==> src/rtl/sf_camera_clk_pkg.sv <==
// Shared definitions for the camera clock divider: channel states, divisor floor
// and the high-phase length helper.
package sf_camera_clk_pkg;

  typedef enum logic [1:0] {
    ST_IDLE = 2'd0,
    ST_RUN  = 2'd1,
    ST_STOP = 2'd2
  } ch_state_e;

  localparam int unsigned MIN_DIV = 32'd2;

  // High phase is the ceiling half so odd divisors spend the extra cycle high.
  function automatic int unsigned hi_count(input int unsigned d);
    return d - (d >> 1);
  endfunction

endpackage

==> src/rtl/sf_camera_clk_div_ch.sv <==
// One divider channel: IDLE/RUN/STOP sequencing, phase counter, pending divisor
// and lock tracking, with every output taken straight from a flop.
module sf_camera_clk_div_ch
  import sf_camera_clk_pkg::*;
#(
  parameter int unsigned DIV_WIDTH    = 8,
  parameter int unsigned DEFAULT_DIV  = 5,
  parameter int unsigned LOCK_PERIODS = 4
) (
  input  logic                 clk,
  input  logic                 rst,
  input  logic                 i_enable,
  input  logic [DIV_WIDTH-1:0] i_divisor,
  input  logic                 i_update,
  output logic                 o_clk,
  output logic                 o_rise,
  output logic                 o_locked,
  output logic                 o_busy
);

  localparam logic [7:0]           LOCK_N   = 8'(LOCK_PERIODS);
  localparam logic [DIV_WIDTH-1:0] DIV_MIN  = DIV_WIDTH'(MIN_DIV);
  localparam logic [DIV_WIDTH-1:0] DIV_ONE  = DIV_WIDTH'(32'd1);
  localparam logic [DIV_WIDTH-1:0] DIV_RST  = DIV_WIDTH'(DEFAULT_DIV);

  ch_state_e            state_q, state_d;
  logic [DIV_WIDTH-1:0] cnt_q, cnt_d;
  logic [DIV_WIDTH-1:0] div_q, div_d;
  logic [DIV_WIDTH-1:0] pend_q, pend_d;
  logic                 pend_vld_q, pend_vld_d;
  logic [7:0]           per_q, per_d;
  logic                 clk_q, clk_d;
  logic                 rise_q, rise_d;
  logic                 locked_q, locked_d;
  logic                 busy_q, busy_d;

  logic [DIV_WIDTH-1:0] div_in_s;
  logic [DIV_WIDTH-1:0] hi_s;
  logic                 wrap_s;
  logic                 apply_s;

  // Next-state logic: divisor changes only land on a wrap so no runt phase appears.
  always_comb begin
    div_in_s   = (i_divisor < DIV_MIN) ? DIV_MIN : i_divisor;
    wrap_s     = (cnt_q == (div_q - DIV_ONE));
    apply_s    = 1'b0;
    state_d    = state_q;
    cnt_d      = cnt_q;
    div_d      = div_q;
    pend_d     = pend_q;
    pend_vld_d = pend_vld_q;
    per_d      = per_q;
    case (state_q)
      ST_IDLE: begin
        cnt_d      = '0;
        per_d      = '0;
        pend_vld_d = 1'b0;
        if (i_update) begin
          div_d = div_in_s;
        end else if (pend_vld_q) begin
          div_d = pend_q;
        end else begin
          div_d = div_q;
        end
        if (i_enable) begin
          state_d = ST_RUN;
        end else begin
          state_d = ST_IDLE;
        end
      end
      ST_RUN, ST_STOP: begin
        if (wrap_s) begin
          cnt_d = '0;
        end else begin
          cnt_d = cnt_q + DIV_ONE;
        end
        apply_s = wrap_s && pend_vld_q;
        if (apply_s) begin
          div_d      = pend_q;
          pend_vld_d = 1'b0;
        end else begin
          div_d      = div_q;
        end
        // An update landing on the same edge as a wrap waits for the following wrap.
        if (i_update) begin
          pend_d     = div_in_s;
          pend_vld_d = 1'b1;
        end else begin
          pend_d     = pend_q;
        end
        if (i_enable) begin
          state_d = ST_RUN;
        end else if (wrap_s) begin
          state_d = ST_IDLE;
        end else begin
          state_d = ST_STOP;
        end
        if ((state_d != ST_RUN) || apply_s) begin
          per_d = '0;
        end else if (wrap_s && (state_q == ST_RUN) && (per_q < LOCK_N)) begin
          per_d = per_q + 8'd1;
        end else begin
          per_d = per_q;
        end
      end
      default: begin
        state_d    = ST_IDLE;
        cnt_d      = '0;
        per_d      = '0;
        pend_vld_d = 1'b0;
      end
    endcase
    hi_s     = DIV_WIDTH'(hi_count(32'(div_d)));
    busy_d   = (state_d != ST_IDLE);
    clk_d    = busy_d && (cnt_d < hi_s);
    rise_d   = clk_d && !clk_q;
    locked_d = (per_d == LOCK_N);
  end

  // Channel state and output registers.
  always_ff @(posedge clk or negedge rst) begin
    if (!rst) begin
      state_q    <= ST_IDLE;
      cnt_q      <= '0;
      div_q      <= DIV_RST;
      pend_q     <= DIV_RST;
      pend_vld_q <= 1'b0;
      per_q      <= '0;
      clk_q      <= 1'b0;
      rise_q     <= 1'b0;
      locked_q   <= 1'b0;
      busy_q     <= 1'b0;
    end else begin
      state_q    <= state_d;
      cnt_q      <= cnt_d;
      div_q      <= div_d;
      pend_q     <= pend_d;
      pend_vld_q <= pend_vld_d;
      per_q      <= per_d;
      clk_q      <= clk_d;
      rise_q     <= rise_d;
      locked_q   <= locked_d;
      busy_q     <= busy_d;
    end
  end

  assign o_clk    = clk_q;
  assign o_rise   = rise_q;
  assign o_locked = locked_q;
  assign o_busy   = busy_q;

endmodule

==> src/rtl/sf_camera_clk_div.sv <==
// Multi-channel fabric clock divider for camera pad clocks; each channel is an
// independent sf_camera_clk_div_ch with its own divisor slice.
module sf_camera_clk_div #(
  parameter int unsigned NUM_CH       = 2,
  parameter int unsigned DIV_WIDTH    = 8,
  parameter int unsigned DEFAULT_DIV  = 5,
  parameter int unsigned LOCK_PERIODS = 4
) (
  input  logic                        clk,
  input  logic                        rst,
  input  logic [NUM_CH-1:0]           i_enable,
  input  logic [NUM_CH*DIV_WIDTH-1:0] i_divisor,
  input  logic [NUM_CH-1:0]           i_update,
  output logic [NUM_CH-1:0]           o_clk,
  output logic [NUM_CH-1:0]           o_rise,
  output logic [NUM_CH-1:0]           o_locked,
  output logic [NUM_CH-1:0]           o_busy
);

  for (genvar g = 0; g < NUM_CH; g++) begin : g_ch
    sf_camera_clk_div_ch #(
      .DIV_WIDTH    (DIV_WIDTH),
      .DEFAULT_DIV  (DEFAULT_DIV),
      .LOCK_PERIODS (LOCK_PERIODS)
    ) u_ch (
      .clk       (clk),
      .rst       (rst),
      .i_enable  (i_enable[g]),
      .i_divisor (i_divisor[g*DIV_WIDTH +: DIV_WIDTH]),
      .i_update  (i_update[g]),
      .o_clk     (o_clk[g]),
      .o_rise    (o_rise[g]),
      .o_locked  (o_locked[g]),
      .o_busy    (o_busy[g])
    );
  end

endmodule

==> config.mk <==
export PLATFORM = sky130hd
export DESIGN_NAME = sf_camera_clk_div
export DESIGN_NICKNAME = d
export VERILOG_FILES = /design/src/rtl/sf_camera_clk_pkg.sv /design/src/rtl/sf_camera_clk_div_ch.sv /design/src/rtl/sf_camera_clk_div.sv
export SDC_FILE = /design/constraint.sdc
export NUM_CORES = 1
export LEC_CHECK = 0
export BUFFER_PORTS_ARGS = -buffer_cell sky130_fd_sc_hd__clkbuf_2
export CAP_MARGIN = 20
export CORE_MARGIN = 5
export CORE_UTILIZATION = 50
export DETAILED_ROUTE_END_ITERATION = 7
export HOLD_SLACK_MARGIN = 0.12
export PLACE_DENSITY = 0.7
export SYNTH_ARGS = -nofsm -noshare
export SYNTH_HDL_FRONTEND = slang
export SYNTH_HIERARCHICAL = 1
export SYNTH_SLANG_ARGS = --single-unit
==> constraint.sdc <==
create_clock -name clk -period 4.7 [get_ports clk]
set_input_delay 0.235 -clock clk [delete_from_list [all_inputs] [get_ports clk]]
set_output_delay 0.235 -clock clk [all_outputs]
set_load 0.05 [all_outputs]
# Word-level counts from Yosys, hierarchy flattened
# Index checks and enable logic that the tools add are counted.
# op_classes
add_sub_neg	8
n_mul	0
div	0
n_lt_le_gt_ge	6
n_eq_ne	12
shifts	0
mux	36
bitwise	0
reduce_logical	22
# op_table
op	n
8-bit 2-to-1 mux	18
8-bit by 1-bit adder with 8-bit output (second input constant)	4
8-bit one-hot mux with 2 select lines	2
8-bit by 3-bit equality test with 1-bit output (second input constant)	2
8-bit equality test	2
8-bit by 2-bit less-than comparator with 1-bit output (second input constant)	2
8-bit by 3-bit less-than comparator with 1-bit output (second input constant)	2
8-bit less-than comparator	2
8-bit by 1-bit subtractor with 8-bit output (second input constant)	2
8-bit by 7-bit subtractor with 8-bit output	2
2-bit 2-to-1 mux	6
1-bit logical AND	10
1-bit 2-to-1 mux	8
2-bit one-hot mux with 2 select lines	2
3-bit by 2-bit != test with 1-bit output (second input constant)	2
2-bit by 1-bit equality test with 1-bit output (second input constant)	2
2-bit equality test (second input constant)	2
2-bit logical NOT	2
2-bit by 1-bit != test with 1-bit output (second input constant)	2
2-bit AND reduction	2
2-bit nonzero test	2
2-bit OR reduction	2
1-bit logical NOT	2
1-bit logical OR	2
# word_totals
ff_bits	78
latch_bits	0
ramBits	0
mem_bits_ro	0
in_bits	22
output_inout_bits	8
elab_cells	104
memories	0

# Logic depth before layout (Yosys ltp)
# Gate-level depths: netlist of the first run.
# depth
ltp_word	10
mapped_depth	24
mapped_depth_nobuf	23

# Modules after synthesis
# The synthesis of the first run kept the hierarchy.
# modules_own_cells
mod	n_inst	cells_each	area_each_um2	seq_area_each_um2
sf_camera_clk_div_ch at g_ch[0].u_ch	1	260	2541.2	980.9
sf_camera_clk_div_ch at g_ch[1].u_ch	1	258	2506.2	980.9

# Worst setup path before layout of the first run
# OpenSTA, ideal clock, no wires.
# synth_timing
path_type	flip-flop to flip-flop
startpoint	reg g_ch[0].u_ch.div_q[0]
endpoint	reg g_ch[0].u_ch.rise_q
setup_ps	101
arrival_time_ps	4666
required_time_ps	4599
slack_ps	-67
path_stages_with_launch	23
n_path_buf	0
period_less_slack_ps	4767
cell_sequence	dfstp_2 > inv_1 > ha_1 > nor4b_1 > xnor2_1 > or4_4 > a2111oi_4 > o21ai_2 > a221oi_2 > inv_1 > ha_1 > fa_1 > inv_1 > a21oi_1 > o21bai_1 > a21o_1 > a21oi_1 > xor2_1 > ha_1 > nor2b_1 > o21ai_0 > nand2_1 > nor4_1
# synth_between
elab_chain_cells	9
word_cells_on_any_way	18
classes_between	2 x add/sub; 1 x order compare; 1 x eq/ne; 10 x mux; 4 x reduce/logical
# synth_lines
item	line	rtl
start, declared	sf_camera_clk_div_ch.sv:28	logic [DIV_WIDTH-1:0] div_q, div_d;
start signal, assigned	sf_camera_clk_div_ch.sv:136	div_q <= div_d;
8-bit by 1-bit subtractor with 8-bit output	sf_camera_clk_div_ch.sv:45	wrap_s = (cnt_q == (div_q - DIV_ONE));
8-bit equality test	sf_camera_clk_div_ch.sv:45	
1-bit logical AND	sf_camera_clk_div_ch.sv:77	apply_s = wrap_s && pend_vld_q;
8-bit 2-to-1 mux	sf_camera_clk_div_ch.sv:78	if (apply_s) begin
8-bit one-hot mux with 2 select lines	sf_camera_clk_div_ch.sv:53	case (state_q)
named net g_ch[0].u_ch.div_d[1]	sf_camera_clk_div_ch.sv:28	
8-bit by 7-bit subtractor with 8-bit output	sf_camera_clk_pkg.sv:15	return d - (d >> 1);
8-bit less-than comparator	sf_camera_clk_div_ch.sv:115	clk_d = busy_d && (cnt_d < hi_s);
1-bit logical AND	sf_camera_clk_div_ch.sv:115	
1-bit logical AND	sf_camera_clk_div_ch.sv:116	rise_d = clk_d && !clk_q;
named net g_ch[0].u_ch.rise_d	sf_camera_clk_div_ch.sv:33	logic rise_q, rise_d;
end signal, assigned	sf_camera_clk_div_ch.sv:141	rise_q <= rise_d;
end, declared	sf_camera_clk_div_ch.sv:33	
# The timed path passes the listed nets, and every way through them passes these cells. The select of a mux whose other input is x is not followed.
# A chain may end at the register's enable or synchronous reset.

# Worst setup path after layout of the first run
# layout_timing
startpoint	reg g_ch[1].u_ch.div_q[0]
endpoint	reg g_ch[1].u_ch.rise_q
# layout_between
elab_chain_cells	9
word_cells_on_any_way	18
classes_between	2 x add/sub; 1 x order compare; 1 x eq/ne; 10 x mux; 4 x reduce/logical
# layout_lines
item	line
start, declared	sf_camera_clk_div_ch.sv:28
start signal, assigned	sf_camera_clk_div_ch.sv:136
8-bit by 1-bit subtractor with 8-bit output	sf_camera_clk_div_ch.sv:45
8-bit equality test	sf_camera_clk_div_ch.sv:45
1-bit logical AND	sf_camera_clk_div_ch.sv:77
8-bit 2-to-1 mux	sf_camera_clk_div_ch.sv:78
8-bit one-hot mux with 2 select lines	sf_camera_clk_div_ch.sv:53
named net g_ch[1].u_ch.div_d[1]	sf_camera_clk_div_ch.sv:28
8-bit by 7-bit subtractor with 8-bit output	sf_camera_clk_pkg.sv:15
8-bit less-than comparator	sf_camera_clk_div_ch.sv:115
1-bit logical AND	sf_camera_clk_div_ch.sv:115
1-bit logical AND	sf_camera_clk_div_ch.sv:116
named net g_ch[1].u_ch.rise_d	sf_camera_clk_div_ch.sv:33
end signal, assigned	sf_camera_clk_div_ch.sv:141
end, declared	sf_camera_clk_div_ch.sv:33
# The timed path passes the listed nets, and every way through them passes these cells. The select of a mux whose other input is x is not followed.

==> results.py, run 1 <==
metrics = {
    "sta": {
        "max-slew-margin-rel_pct": 64.61,
        "skew_ns": 0.01229,
        "finalCriticalPeriod_ns": 4.800,
        "slew_viol_final": 0,
        "max_freq_mhz": 208.3,
        "rsz0062_at_grt": "yes",
        "finalSetupViolCount": 3,
        "finalHoldViolations": 0,
        "post-route-period-util_pct": 102.1,
        "setup_ws_ns": -0.1002,
        "hold_slack_ns": 0.1416,
        "tightest_slew_ns": 0.5308,
    },
    "logic_synthesis": {
        "synth.top_cell.area_share_pct": 34.71,
        "synthAdderAreaFrac_pct": 10.71,
        "netlist_instances": 518,
        "synth-compound-area-share_pct": 15.34,
        "yosysMostFrequentCell": "dfrtp_1",
        "synth_area_per_cell_um2": 9.744,
        "synth_edf_count": 0,
        "synth_nets": 582,
        "async_flop_share_pct": 100.0,
        "synth_largest_area_cell": "dfrtp_1",
        "ys.flop_type": "dfrtp_1",
        "yosysUniqueCellTypes": 53,
        "synth_seq_cells": 78,
        "post_synth_xor_area_fraction_pct": 7.437,
        "synth.area.top_cells": "dfrtp_1 (35%), ha_1 (9.9%), nor2_1 (4.4%)",
        "synth_commonest_cells": "dfrtp_1 (70), nor2_1 (59), inv_1 (41)",
        "yosysWarningCount": 6,
        "synth_area_um2": 5047,
        "synth.area.mux_share_pct": 5.652,
        "synth_top_family_by_area": "simple AND/OR/NAND/NOR gates",
        "yosys.area_share.simple_pct": 17.77,
        "ys_seq_area_share_pct": 38.87,
    },
    "route": {
        "drtPass1Iterations": 4,
        "drt-wirelength-per-cell_um": 16.09,
        "viasPerCell": 5.575,
        "wl_um": 11950,
        "postRouteAntennaNets": 0,
        "vias": 4142,
        "drc": 0,
        "drtIter0Drc": 219,
    },
    "place": {
        "gp_congestion": 0.8650,
        "hpwl_um": 8714,
        "placement.io_buffers": 29,
        "place_area_um2": 5657,
    },
    "job": {
        "cap_violations": 0,
    },
    "grt": {
        "track_usage_pct": 19.54,
        "grt-ovfl-total": 0,
        "antenna_found_initial": 0,
        "grt_pass1_vias": 4171,
        "grt_start_max_net_pins": 79,
        "grt_pass1_wl_um": 19840,
    },
    "setup_path": {
        "required_ns": 4.96,
        "reg2reg_from": "g_ch[1].u_ch/div_q[0]",
        "path_max_fanout": 5,
        "startpoint_type": "register",
        "critPathKind": "reg2reg",
        "crit_arrival_ns": 5.06,
        "reg2reg_slack_ns": -0.10,
        "cp-end-kind": "register",
        "startpoint": "g_ch[1].u_ch/div_q[0]",
    },
    "clock_tree": {
        "ctsHtreeMaxLevel": 3,
        "cts_made_buffers": 9,
        "max-clock-path-buffers": 2,
        "cts_tree": "yes",
        "clk_latency_ns": 0.36,
        "ctsRootBufferMaster": "clkbuf_8",
        "cts_sinks": 78,
        "clk_pin_slew_ns": 0.09,
    },
    "min_path": {
        "hold_class": "in2reg",
        "worstHoldStart": "i_divisor[6]",
    },
    "floorplan": {
        "initial_core_util_pct": 51.40,
        "io_pins": 30,
        "dieArea_um2": 12200,
        "die-height_um": 110.5,
        "num_rows": 36,
        "coreArea_um2": 9819,
        "die_w_um": 110.5,
    },
    "final_layout": {
        "fill_cells": 844,
        "synthToLayoutAreaGrowth_pct": 23.38,
        "stdcell_area_um2": 6227,
        "antennaDiodeCount": 0,
        "drive_above_1_share_pct": 29.67,
        "nets": 669,
    },
    "outcome": {
        "violations": "setup timing",
        "status": "complete, but fails checks",
    },
}
==> layer usage <==
layer	GRT usage, %	share of wire (%)
met4	8.292	2.3
met1	25.92	44
met2	31.47	49
met3	3.337	4.5
met5	0	0
==> flip-flops by register name, summed over array words and instances (netlist names) <==
name / flops
g_ch.u_ch/pend_q: 16
g_ch.u_ch/o_busy: 2
g_ch.u_ch/o_locked: 2
g_ch.u_ch/div_q: 16
g_ch.u_ch/cnt_q: 16
g_ch.u_ch/o_rise: 2
g_ch.u_ch/per_q: 16
g_ch.u_ch/state_q: 4
g_ch.u_ch/pend_vld_q: 2
g_ch.u_ch/o_clk: 2
==> cells in the final DEF, fill, tap and decap left out, drive strengths merged, types with 3 or more instances in the layout <==
cell type	synthesis	final
inv	45	45
a21oi	27	27
o31a	4	4
nand3	14	14
ha	40	40
dfrtp	70	70
nand2	28	28
nor2	59	59
a211oi	8	8
dlygate4sd3	0	4
nor4	9	9
or2	4	4
o21ai	16	16
o211ai	4	4
nor3	16	16
a21o	5	5
buf	3	55
clkbuf	8	38
and2	10	10
or4	5	5
o21a	6	6
mux2i	15	15
a2111oi	3	3
nor2b	4	4
nand2b	8	8
and3	6	6
xnor2	19	19
a221o	9	9
xor2	23	23
a221oi	6	6
mux2	12	12
dfstp	8	8
nand4	4	4
==> cell type report <==
| class | instances | area [um2] | share of cell area [%] |
|---|---|---|---|
| Clock buffer | 10 | 137.6 | 2.210 |
| Timing Repair Buffer | 87 | 624.3 | 10.03 |
| Inverter | 45 | 168.9 | 2.712 |
| Tap cell | 133 | 166.4 | 2.672 |
| Sequential cell | 78 | 1963 | 31.52 |
| Clock inverter | 6 | 85.08 | 1.366 |
| Multi-Input combinational cell | 384 | 3082 | 49.49 |
==> path summary, 6_finish.rpt <==
check                                              end  cells after the start
max in group asynchronous       g_ch[0].u_ch/pend_q[0]                      3
worst max-delay path               g_ch[1].u_ch/o_rise                     22
min in group asynchronous        g_ch[1].u_ch/per_q[1]                      2
worst min register to register     g_ch[0].u_ch/o_rise                      1
worst max register to register     g_ch[1].u_ch/o_rise                     22
worst min-delay path            g_ch[0].u_ch/pend_q[6]                      2
==> kinds of logic (layout without fill, tap and decap cells) <==
kind of cell | after synthesis | after routing
AND/OR/NAND/NOR | 175 | 175
AO/OA/AOI/OAI | 98 | 98
flip-flops | 78 | 78
buffers and inverters | 56 | 148
adder cells (fa/ha/maj) | 42 | 42
XOR/XNOR | 42 | 42
multiplexers | 27 | 27
==> metrics by stage <==
| step | TNS (ns) | cells | setup WS [ns] | utilization (%) |
|---|---|---|---|---|
| floorplan | -0.01590 | 518 | -0.01590 | - |
| global placement | -0.06010 | 712 | -0.04913 | 57.61 |
| detailed placement | -0.3820 | 712 | -0.1943 | 57.61 |
| CTS | -0.02357 | 736 | -0.02357 | 61.21 |
| finish | -0.2222 | 743 | -0.1002 | 63.42 |
| global route | -1.085 | 743 | -0.3244 | 63.42 |
==> critical path: stages, from the launching register on <==
cell and delay, ns:
dfstp_2 0.57, inv_2 0.05, ha_4 0.15, nor4b_4 0.12, xnor2_1 0.12, or4_4 0.56, a2111oi_4 0.44, o21ai_4 0.13
a221oi_2 0.37, inv_2 0.12, ha_4 0.20, fa_2 0.33, inv_1 0.06, a21oi_1 0.06, o21bai_1 0.17, a21o_1 0.15
a21oi_2 0.06, xor2_1 0.14, ha_1 0.29, nor2b_1 0.14, o21ai_1 0.14, nand2_1 0.09, nor4_1 0.22
==> what timing repair did <==
action | in CTS | in global routing
gates resized for setup | 13 | 35
hold buffers | 4 | 0
endpoints found under the hold margin | 73 | 0
setup endpoints to repair | 4 | 4
pin swaps | 10 | 27
setup buffers | 4 | 6
Power of run 1 is left out: the tool's default activity adds up to more than one toggle a clock period on the data nets, which glitch-free logic cannot reach.
==> inputs of run 2 (changes only) <==
- CELL_PAD_IN_SITES_DETAIL_PLACEMENT: not set -> 1
- CELL_PAD_IN_SITES_GLOBAL_PLACEMENT: not set -> 2
- CORE_UTILIZATION: 50 -> 43
- PLACE_DENSITY: 0.7 -> not set
- PLACE_DENSITY_LB_ADDON: not set -> 0.1
- clock period: 4.7 -> 6.15 ns (I/O delays scaled with it)
==> results.py, run 2 (same netlist as run 1, synthesis figures left out) <==
metrics = {
    "setup_path": {
        "required_ns": 6.38,
        "cp-end-kind": "register",
        "critPathKind": "reg2reg",
        "reg2reg_depth": 23,
        "startpoint_type": "register",
        "crit_arrival_ns": 5.61,
        "path_max_fanout": 8,
    },
    "route": {
        "vias": 3877,
        "drtIter0Drc": 135,
        "wl_um": 12350,
        "viasPerCell": 5.546,
        "postRouteAntennaNets": 0,
        "drtPass1Iterations": 4,
        "drt-wirelength-per-cell_um": 17.66,
        "drc": 0,
    },
    "place": {
        "gp_congestion": 0.8181,
        "hpwl_um": 9678,
        "dpl.cell_count": 681,
        "placement.io_buffers": 29,
    },
    "final_layout": {
        "instances_no_fill": 699,
        "layout_commonest_cell": "dfrtp_1",
        "layout_common_cells": "dfrtp_1 (70), nor2_1 (59), inv_1 (41), ha_1 (40)",
        "drive_above_1_share_pct": 16.55,
        "synthToLayoutAreaGrowth_pct": 11.80,
        "antennaDiodeCount": 0,
        "nets": 615,
    },
    "clock_tree": {
        "max-clock-path-buffers": 2,
        "clk_latency_ns": 0.34,
        "cts_sinks": 78,
        "ctsRootBufferMaster": "clkbuf_16",
        "cts_tree": "yes",
        "clk_pin_slew_ns": 0.06,
        "cts_made_buffers": 9,
        "ctsHtreeMaxLevel": 3,
    },
    "floorplan": {
        "coreArea_um2": 11470,
        "num_rows": 39,
        "io_pins": 30,
        "dieArea_um2": 14000,
        "initial_core_util_pct": 44.02,
        "die-height_um": 118.3,
        "die_w_um": 118.3,
    },
    "grt": {
        "track_usage_pct": 18.36,
        "grt_start_max_net_pins": 79,
        "grt_pass1_wl_um": 20990,
        "antenna_found_initial": 0,
        "grt-ovfl-total": 0,
        "grt_pass1_vias": 4300,
    },
    "sta": {
        "slew_viol_final": 0,
        "tightest_slew_ns": 0.5873,
        "max-slew-margin-rel_pct": 60.55,
        "tns_ns": 0,
        "finalHoldViolations": 0,
        "max_freq_mhz": 185.8,
        "finalCriticalPeriod_ns": 5.382,
        "rsz0062_at_grt": "no",
        "skew_ns": 0.008858,
        "post-route-period-util_pct": 87.52,
        "finalSetupViolCount": 0,
    },
    "job": {
        "cap_violations": 0,
    },
    "min_path": {
        "hold_path_depth": 2,
        "hold_class": "in2reg",
    },
    "outcome": {
        "status": "complete, no violations",
    },
}
run 2: changes by cell type in the layout (fill, tap and decap cells not counted), sizes merged:
cell | previous run | this run
buf | 55 | 4
bufinv | 2 | 0
clkbuf | 38 | 39
clkinv | 2 | 4
clkinvlp | 2 | 1
dlygate4sd3 | 4 | 1
run 2: layer usage:
metal	share of wire [%]	track usage [%]	wire, um	vias up
met3	1.8	2.722	228	16
met4	2.3	6.953	282	0
met2	53	32.63	6487	39
li1	-	-	-	1903
met1	43	22.41	5347	1919
met5	0	0	0	-
run 2: layout make-up:
type                       instances  area, um2
fill                            1295       5824
clock buffer                      11      232.7
timing repair buffer              33      200.2
tap                              143      178.9
sequential                        78       1962
clock inverter                     5      27.53
inverter                          45      168.9
multi-input combinational        384       2873
run 2: worst max-delay path, cell delays in order, from the launching register on:
cell and delay [ns]:
dfstp_2 0.58, inv_1 0.07, ha_1 0.24, nor4b_1 0.17
xnor2_1 0.13, or4_4 0.47, a2111oi_4 0.44, o21ai_2 0.18
a221oi_1 0.54, inv_1 0.15, ha_1 0.31, nor2b_1 0.13
o21ai_0 0.24, a21oi_1 0.13, o21a_1 0.18, nor2_1 0.17
o21ai_0 0.15, xor2_1 0.17, ha_1 0.29, nand4_1 0.11
nor2_1 0.06, nor2_1 0.09, nand2_1 0.07, nor4_1 0.19
run 2: path summary, 6_finish.rpt:
| check | startpoint | endpoint | slack, ns |
|---|---|---|---|
| setup / recovery | g_ch[1].u_ch/div_q[0] | g_ch[1].u_ch/o_rise | 0.77 |
| hold reg to reg | g_ch[0].u_ch/o_clk | g_ch[0].u_ch/o_rise | 0.44 |
| min in group asynchronous | rst | g_ch[1].u_ch/cnt_q[4] | 0.39 |
| hold / removal | i_enable[0] | g_ch[0].u_ch/state_q[1] | 0.21 |
| setup reg to reg | g_ch[1].u_ch/div_q[0] | g_ch[1].u_ch/o_rise | 0.77 |
| max in group asynchronous | rst | g_ch[0].u_ch/div_q[0] | 5.13 |
run 2: through the flow:
stage | setup WS, ns | hold WS [ns] | util [%] | instance area (um2)
2_1_floorplan | 1.383 | 0.01191 | - | 5047
3_3_place_gp | 0.7658 | 0.4274 | 46.61 | 5345
3_5_place_dp | 0.7220 | 0.4371 | 46.61 | 5345
4_1_cts | 0.6954 | 0.1868 | 48.88 | 5605
5_1_grt | 0.2150 | 0.1949 | 49.21 | 5643
6_report | 0.7676 | 0.2057 | 49.21 | 5643
run 2: timing repair:
action                    4_1_cts  5_1_grt
resized for setup               0        0
buffers inserted                0        0
hold endpoints to repair        0       17
hold buffers                    0        1
Power of run 2 is left out for the same reason.
==> inputs of run 3 (changes only) <==
- BUFFER_PORTS_ARGS: -buffer_cell sky130_fd_sc_hd__clkbuf_2 -> -buffer_cell sky130_fd_sc_hd__buf_2
==> results.py, run 3 (same netlist as run 1, synthesis figures left out) <==
metrics = {
    "setup_path": {
        "crit_arrival_ns": 5.63,
        "critPathSlowestCell": "a2111o_4",
        "critPathKind": "reg2reg",
        "reg2reg_depth": 23,
        "reg2reg_slack_ns": 0.75,
        "required_ns": 6.38,
        "path_max_fanout": 7,
        "startpoint_type": "register",
        "cp_slowest_stage_delay_ns": 0.59,
        "reg2reg_from": "g_ch[0].u_ch/div_q[0]",
        "crit_chain": "inv_1 > ha_1 > nor4b_1 > xnor2_1 > or4_4 > a2111o_4 > nor4_4 > a221o_2 > inv_2 > ha_1 > nor2b_1 > o21ai_0 > a21oi_1 > o21a_1 > nor2_1 > o21ai_0 > xor2_1 > ha_1 > nand4_1 > nor2_1 > nor2_1 > nand2_1 > nor4_1",
        "r2r_end": "g_ch[0].u_ch/o_rise",
        "cp-end-kind": "register",
    },
    "route": {
        "postRouteAntennaNets": 0,
        "wl_met2_um": 6386,
        "top_layer": "met4",
        "drt-wirelength-per-cell_um": 17.72,
        "wl_um": 12390,
        "drc": 0,
        "viasPerCell": 5.544,
        "drt-met1-wl_um": 5377,
        "wl_met3_um": 266,
        "vias": 3875,
        "drtIter0Drc": 140,
        "drtPass1Iterations": 4,
    },
    "clock_tree": {
        "ctsHtreeMaxLevel": 3,
        "ctsRootBufferMaster": "clkbuf_16",
        "ctsHoldBuffers": 1,
        "ctsResizeCount": 0,
        "post_cts_buffers": 0,
        "clk_latency_ns": 0.35,
        "max-clock-path-buffers": 2,
        "cts_tree": "yes",
        "cts_made_buffers": 9,
        "clk_pin_slew_ns": 0.06,
        "cts_sinks": 78,
    },
    "power": {
        "power_frac_clock_pct": 15.3,
        "pwr-share-seq_pct": 22.7,
        "swShare_pct": 46.47,
        "comb_power_share_pct": 62.0,
        "vdd_drop_max_mv": 0.4035,
        "power.internal_mw": 2.037,
        "switchingPower_mw": 1.768,
        "leakagePower_nw": 2.643,
        "p_per_area_nw_per_um2": 669.3,
    },
    "sta": {
        "tightest_slew_ns": 0.6054,
        "tns_ns": 0,
        "skew_ns": 0.006426,
        "finalHoldViolations": 0,
        "max-slew-margin-rel_pct": 59.34,
        "max_freq_mhz": 185.2,
        "rsz0062_at_grt": "no",
        "post-route-period-util_pct": 87.78,
        "slew_viol_final": 0,
        "finalCriticalPeriod_ns": 5.398,
        "finalSetupViolCount": 0,
    },
    "min_path": {
        "hold_path_depth": 2,
        "hold-path-endpoint": "g_ch[0].u_ch/state_q[1]",
        "hold_class": "in2reg",
        "worstHoldStart": "i_enable[0]",
    },
    "floorplan": {
        "die-height_um": 118.3,
        "die_w_um": 118.3,
        "initial_core_util_pct": 44.02,
        "num_rows": 39,
        "io_pins": 30,
        "dieArea_um2": 14000,
        "coreArea_um2": 11470,
    },
    "final_layout": {
        "antennaDiodeCount": 0,
        "synthToLayoutAreaGrowth_pct": 12.64,
        "layout_common_cells": "dfrtp_1 (70), nor2_1 (59), inv_1 (41), ha_1 (40)",
        "drive_above_1_share_pct": 16.91,
        "layout_commonest_cell": "dfrtp_1",
        "stdcell_area_um2": 5685,
        "nets": 615,
        "instances_no_fill": 699,
        "utilization_pct": 49.58,
    },
    "grt": {
        "grt-ovfl-total": 0,
        "grt_pass1_wl_um": 20780,
        "grt_start_max_net_pins": 43,
        "track_usage_pct": 18.28,
        "antenna_found_initial": 0,
        "grt_pass1_vias": 4202,
    },
    "place": {
        "hpwl_um": 9680,
        "gp_congestion": 0.8388,
        "place_area_um2": 5353,
        "placement.io_buffers": 29,
        "dpl.cell_count": 682,
    },
    "outcome": {
        "status": "complete, no violations",
    },
    "job": {
        "cap_violations": 0,
    },
}
run 3: stage by stage:
stage / total power, mW / hold slack [ns] / setup WS [ns]
after detailed placement: 3.263 / 0.3092 / 0.7744
after global placement: 3.185 / 0.3131 / 0.7721
final: 3.805 / 0.2043 / 0.7517
after floorplan: 2.687 / 0.01191 / 1.383
after CTS: 3.868 / 0.1846 / 0.7389
after global routing: 4.189 / 0.1933 / 0.2319
run 3: power by group through the flow:
stage | logic [mW] | clock network, mW | registers (mW)
after global placement | 2.32 | 0 | 0.866
after detailed placement | 2.39 | 0 | 0.872
after CTS | 2.41 | 0.599 | 0.863
after floorplan | 1.81 | 0 | 0.876
after global routing | 2.68 | 0.625 | 0.887
final | 2.36 | 0.583 | 0.862
run 3: per-layer routing:
layer	global-route usage (%)	up-vias
li1	-	1898
met2	31.65	43
met1	22.27	1911
met4	8.315	0
met3	2.961	23
met5	0	-
run 3: how the worst max path moves through the flow:
stage                           from             endpoint  slack, ns  cells after the start
2_1_floorplan  g_ch[0].u_ch/div_q[0]  g_ch[0].u_ch/o_rise       1.38                     22
3_3_place_gp   g_ch[0].u_ch/div_q[0]  g_ch[0].u_ch/o_rise       0.77                     21
3_5_place_dp   g_ch[0].u_ch/div_q[0]  g_ch[0].u_ch/o_rise       0.77                     23
4_1_cts        g_ch[0].u_ch/div_q[0]  g_ch[0].u_ch/o_rise       0.74                     23
5_1_grt        g_ch[0].u_ch/div_q[0]  g_ch[0].u_ch/o_rise       0.23                     23
6_report       g_ch[0].u_ch/div_q[0]  g_ch[0].u_ch/o_rise       0.75                     23
run 3: worst max-delay path, delay by kind of cell, from the launching register on:
kind	cells	cell delay (ns)
AOI/OAI and AO/OA	6	1.59
xor gates and xnor gates	2	0.30
adders and majority gates	3	0.80
buffers and inverters	2	0.11
DFF	1	0.58
and+or+nand+nor	10	1.90
run 3: area by class of cell:
cell class	instances	area, um2
Clock buffer	9	225.2
Timing Repair Buffer	33	180.2
Inverter	45	168.9
Tap cell	143	178.9
Fill cell	1316	5782
Clock inverter	7	97.59
Multi-Input combinational cell	384	2873
Sequential cell	78	1962
Note: power is estimated with default switching activity, not from simulation.
